`config.mk`:
```
export PLATFORM = sky130hd
export DESIGN_NAME = pipelined_shifter
export DESIGN_NICKNAME = d
export VERILOG_FILES = /design/src/rtl/pipelined_shifter.sv
export SDC_FILE = /design/constraint.sdc
export NUM_CORES = 1
export LEC_CHECK = 0
export BUFFER_PORTS_ARGS = -buffer_cell sky130_fd_sc_hd__buf_2
export CAP_MARGIN = 10
export CORE_AREA = 5 5 114 197
export CTS_BUF_LIST = sky130_fd_sc_hd__clkbuf_16
export DETAILED_ROUTE_END_ITERATION = 8
export DIE_AREA = 0 0 119 202
export MAX_ROUTING_LAYER = met4
export PLACE_DENSITY = 0.71
export SLEW_MARGIN = 20
export SYNTH_ARGS = -nofsm -noshare
export SYNTH_HDL_FRONTEND = slang
export SYNTH_SLANG_ARGS = --single-unit
```
`constraint.sdc`:
```
create_clock -name clk -period 3 [get_ports clk]
set_input_delay 0.15 -clock clk [delete_from_list [all_inputs] [get_ports clk]]
set_output_delay 0.15 -clock clk [all_outputs]
set_load 0.005 [all_outputs]
```
`src/rtl/pipelined_shifter.sv`:
```
// pipelined_shifter: log2(N)-stage barrel shifter (SLL/SRL/SRA/ROR) with valid/ready handshake and sideband tag.
module pipelined_shifter #(
  parameter int N     = 32,
  parameter int TAG_W = 4
) (
  input  logic             clk,
  input  logic             rst,
  input  logic             flush,
  input  logic             in_valid,
  output logic             in_ready,
  input  logic [N-1:0]     in_data,
  input  logic [N-1:0]     in_shamt,
  input  logic [1:0]       in_op,
  input  logic [TAG_W-1:0] in_tag,
  output logic             out_valid,
  input  logic             out_ready,
  output logic [N-1:0]     out_data,
  output logic [TAG_W-1:0] out_tag,
  output logic             busy
);
  localparam int L = $clog2(N);
  logic [L-1:0]            valid_q;
  logic [L-1:0][N-1:0]     data_q, data_d;
  logic [L-1:0][1:0]       op_q, op_d;
  logic [L-1:0][TAG_W-1:0] tag_q, tag_d;
  logic [L-1:0][L-1:0]     shamt_q, shamt_d;
  logic                    adv, fix, unused;
  logic [N-1:0]            src0;
  assign adv      = !out_valid || out_ready;
  assign in_ready = !flush && adv;
  // Oversize non-rotates are resolved to their fill value at entry; zeroing the
  // carried shamt keeps later stages from touching it.
  assign fix      = |in_shamt[N-1:L] && in_op != 2'b11;
  assign src0     = !fix ? in_data : in_op == 2'b10 ? {N{in_data[N-1]}} : {N{1'b0}};
  assign op_d     = {op_q[L-2:0], in_op};
  assign tag_d    = {tag_q[L-2:0], in_tag};
  assign shamt_d  = {shamt_q[L-2:0], (fix ? {L{1'b0}} : in_shamt[L-1:0])};
  for (genvar k = 0; k < L; k++) begin : g_st
    logic [N-1:0] src;
    logic [1:0]   op;
    logic         bit_on;
    if (k == 0) begin : g_in
      assign src    = src0;
      assign op     = in_op;
      assign bit_on = shamt_d[0][0];
    end else begin : g_mid
      assign src    = data_q[k-1];
      assign op     = op_q[k-1];
      assign bit_on = shamt_q[k-1][k];
    end
    assign data_d[k] = !bit_on     ? src :
                       op == 2'b00 ? src << (2**k) :
                       op == 2'b01 ? src >> (2**k) :
                       op == 2'b10 ? N'($signed(src) >>> (2**k)) :
                                     (src >> (2**k)) | (src << (N - 2**k));
  end
  always_ff @(posedge clk or negedge rst)
    if (!rst) begin
      valid_q <= '0;
      data_q  <= '0;
      op_q    <= '0;
      tag_q   <= '0;
      shamt_q <= '0;
    end else if (flush) begin
      valid_q <= '0;
    end else if (adv) begin
      valid_q <= {valid_q[L-2:0], in_valid};
      data_q  <= data_d;
      op_q    <= op_d;
      tag_q   <= tag_d;
      shamt_q <= shamt_d;
    end
  assign out_valid = valid_q[L-1];
  assign out_data  = data_q[L-1];
  assign out_tag   = tag_q[L-1];
  assign busy      = |valid_q;
  assign unused    = ^{op_q, shamt_q};
endmodule

```
==> qor.csv <==
stage;metric;value;unit
status;status;completed;
setup_path;Setup CP Type;flop to flop;
sta;Worst Setup Slack, final;0.459;ns
logic_synthesis;syn avg cell area;7.80;µm²
logic_synthesis;top cells by area, synth;dfrtp_1 48%, nand2_1 16%, o21ai_0 9.8%;
route;via count;9535;
power_and_ir_drop;Peak VDD IR;0.379;mV
route;DR pass1 iterations;5;
power_and_ir_drop;Pwr Density;619;nW/µm²
logic_synthesis;synth cell count leaders;465 x nand2_1, 208 x o21ai_0, 203 x dfrtp_1;
die;initial core utilization;51.2;%
sta;clock skew;0.0120;ns
layout;layout cells sized above 1;12.3;%
sta;worst hold margin;0.0124;ns
route;via/cell ratio;5.63;
logic_synthesis;mapped cell area;10600;µm²
power_and_ir_drop;Leak;5.47;nW
global_routing;pin count of the biggest net entering global routing;130;
logic_synthesis;Post-synth EDFFs;0;
sta;RSZ-0062 raised after global routing;false;
sta;min Tclk post-route;2.54;ns
logic_synthesis;#FFs+latches synth;203;
logic_synthesis;Synthesis Warnings;0;
global_routing;initial antenna violation count;0;
clock_network;Clock Path Buffers;3;
global_routing;GRT Total Usage;22.6;%
logic_synthesis;ys flop type;dfrtp_1;
sta;Tcrit/Tclk final;84.7;%
route;post-route ant nets;0;
layout;Layout area overhead;14.4;%
clock_network;H-tree level count;1;
placed_design;pre-CTS WS;0.864;ns
sta;Max Clock Freq;0.394;GHz
setup_path;worst path required time;3.38;ns
logic_synthesis;count of cell types in the netlist;45;
sta;Setup violations, final;0;
clock_network;cts bufs inserted;20;
die;row cnt;70;
placed_design;GP Congestion;0.933;
sta;Setup TNS;0;ns
clock_network;Clk Latency, worst-skew pair;0.49;ns
sta;final-report hold violation count;0;
global_routing;vias in the first global route;9333;
logic_synthesis;count leader, synth;nand2_1;
clock_network;clk slew on worst S/H paths;0.06;ns
sta;Tightest Pin Transition;1.01;ns
placed_design;Port Buffer Count;113;
placed_design;DP HPWL;18900;µm
layout;final instance area;12100;µm²
setup_path;crit path DAT;2.93;ns
layout;Reg area;5080;µm²
layout;area occupied by multi-input gates;5000;µm²
route;Routed WL per cell;15.4;µm
global_routing;global-route wire length before repair;44700;µm
run;Max Cap Viol;0;
logic_synthesis;cells after synthesis;1357;
die;full die area;24000;µm²
logic_synthesis;sequential share of the synthesized area;48.0;%
logic_synthesis;syn nets;1432;
layout;# diodes;0;
die;die height;202;µm
clock_network;root buf cell;clkbuf_16;
logic_synthesis;top cell type's share of synthesized area;48.0;%
die;Die W;119;µm
setup_path;R2R cell count;7;
setup_path;Critical Path End Type;flop;
route;final wirelength;26200;µm
route;initial drt markers;497;
setup_path;CP Launch Type;flop;
worst_hold_path;Hold WC Path Type;input port to flop;
layout;Fillers;1944;
layout;nets;1506;
die;core footprint;20700;µm²
setup_path;crit-path max FO;22;
route;drt drc;0;
clock_network;CTS Sinks;203;
sta;Slew headroom;32.4;%
sta;Final Max Tran Viols;0;
die;io pins;114;
placed_design;placed inst area;11200;µm²
worst_hold_path;hold path depth;3;
logic_synthesis;Async S/R FF share, synth;100;%
logic_synthesis;Yosys top cell by area;dfrtp_1;
clock_network;CTS tree;built;
global_routing;GRT Residual Overflow;0;
registers in the layout (all words and copies together) (netlist names):
signal and cells:
out_tag 4, g_st.bit_on 4, out_data 32, shamt_d 6
tag_d 16, g_st.src 128, g_st.op 8, valid_q 5
worst paths after layout:
check / start / endpoint / slack (ns)
min reg2reg: tag_d[12] / tag_d[16] / 0.46
min: in_data[14] / g_st[1].src[13] / 0.01
max reg2reg: valid_q[4] / g_st[1].src[24] / 0.46
min in group asynchronous: rst / g_st[4].src[27] / 0.32
max: valid_q[4] / g_st[1].src[24] / 0.46
max in group asynchronous: rst / g_st[3].src[0] / 1.91
cell families after synthesis:
logic type,count (synthesis),share of synthesized area [%]
mux,3,0.284
buf+inv,120,4.87
compound gates,392,21.7
flops,203,48.0
simple gates,639,25.2
worst max-delay path: stages, from the launching register on:
cell and delay, ns:
dfrtp_1 0.39, nand2b_1 0.29, nand2b_4 0.18, inv_2 0.28
o21ai_2 0.31, a221oi_1 0.32, dlygate4sd3_1 0.60, a21oi_1 0.06
report_power, final:
group          leakage, nW  internal [mW]  total, mW  switching [mW]
combinational         2.59          0.615       1.52           0.904
sequential            2.57           3.18       3.63           0.453
clock                0.312           1.34       2.34            1.00
per-stage QoR:
step           cells  total power, mW  utilization, %
5_1_grt         1694             7.98            58.6
4_1_cts         1694             7.57            58.6
2_1_floorplan   1357             4.56               -
3_3_place_gp    1629             5.13            54.1
3_5_place_dp    1629             5.18            54.1
6_report        1694             7.49            58.6
metal layers:
layer,vias to the layer above,global-route usage [%],part of all wire [%]
li1,4783,-,-
met1,4412,24.4,38
met2,255,40.6,53
met3,85,2.35,3.8
met4,0,11.9,5.2
met5,-,-,0
cell type report:
type / count / share of cell area, %
clock buffer: 21 / 4.34
clock inverter: 12 / 0.641
inverter: 4 / 0.124
multi-input combinational: 1034 / 41.3
sequential: 203 / 42.0
tap: 252 / 2.60
timing repair buffer: 168 / 9.05
placed cells by master (no fill, tap or decap), types with 2 or more instances in the layout:
| master | n |
|---|---|
| o21ai_1 | 25 |
| nor2b_1 | 31 |
| o21ai_0 | 208 |
| buf_12 | 2 |
| or2_2 | 4 |
| nand2b_1 | 4 |
| dfrtp_1 | 203 |
| a31oi_1 | 33 |
| mux2i_1 | 3 |
| nor4_2 | 4 |
| nor2_1 | 41 |
| a21o_1 | 11 |
| buf_2 | 112 |
| a22o_1 | 4 |
| o21ai_2 | 2 |
| nor4_1 | 3 |
| buf_4 | 20 |
| and3_1 | 2 |
| clkinv_2 | 2 |
| clkinv_1 | 3 |
| nand3_1 | 77 |
| o221ai_1 | 8 |
| inv_1 | 8 |
| dlygate4sd3_1 | 32 |
| nand2_1 | 465 |
| clkbuf_16 | 21 |
| a22oi_1 | 34 |
| a221oi_1 | 21 |
| a21oi_1 | 35 |
| o32a_1 | 2 |
timing repair:
item                                   4_1_cts  5_1_grt
endpoints found under the hold margin      141        0
setup buffers                                0        0
hold buffers                                32        0
resized for setup                            0        0
Note: power is estimated with default switching activity, not from simulation.
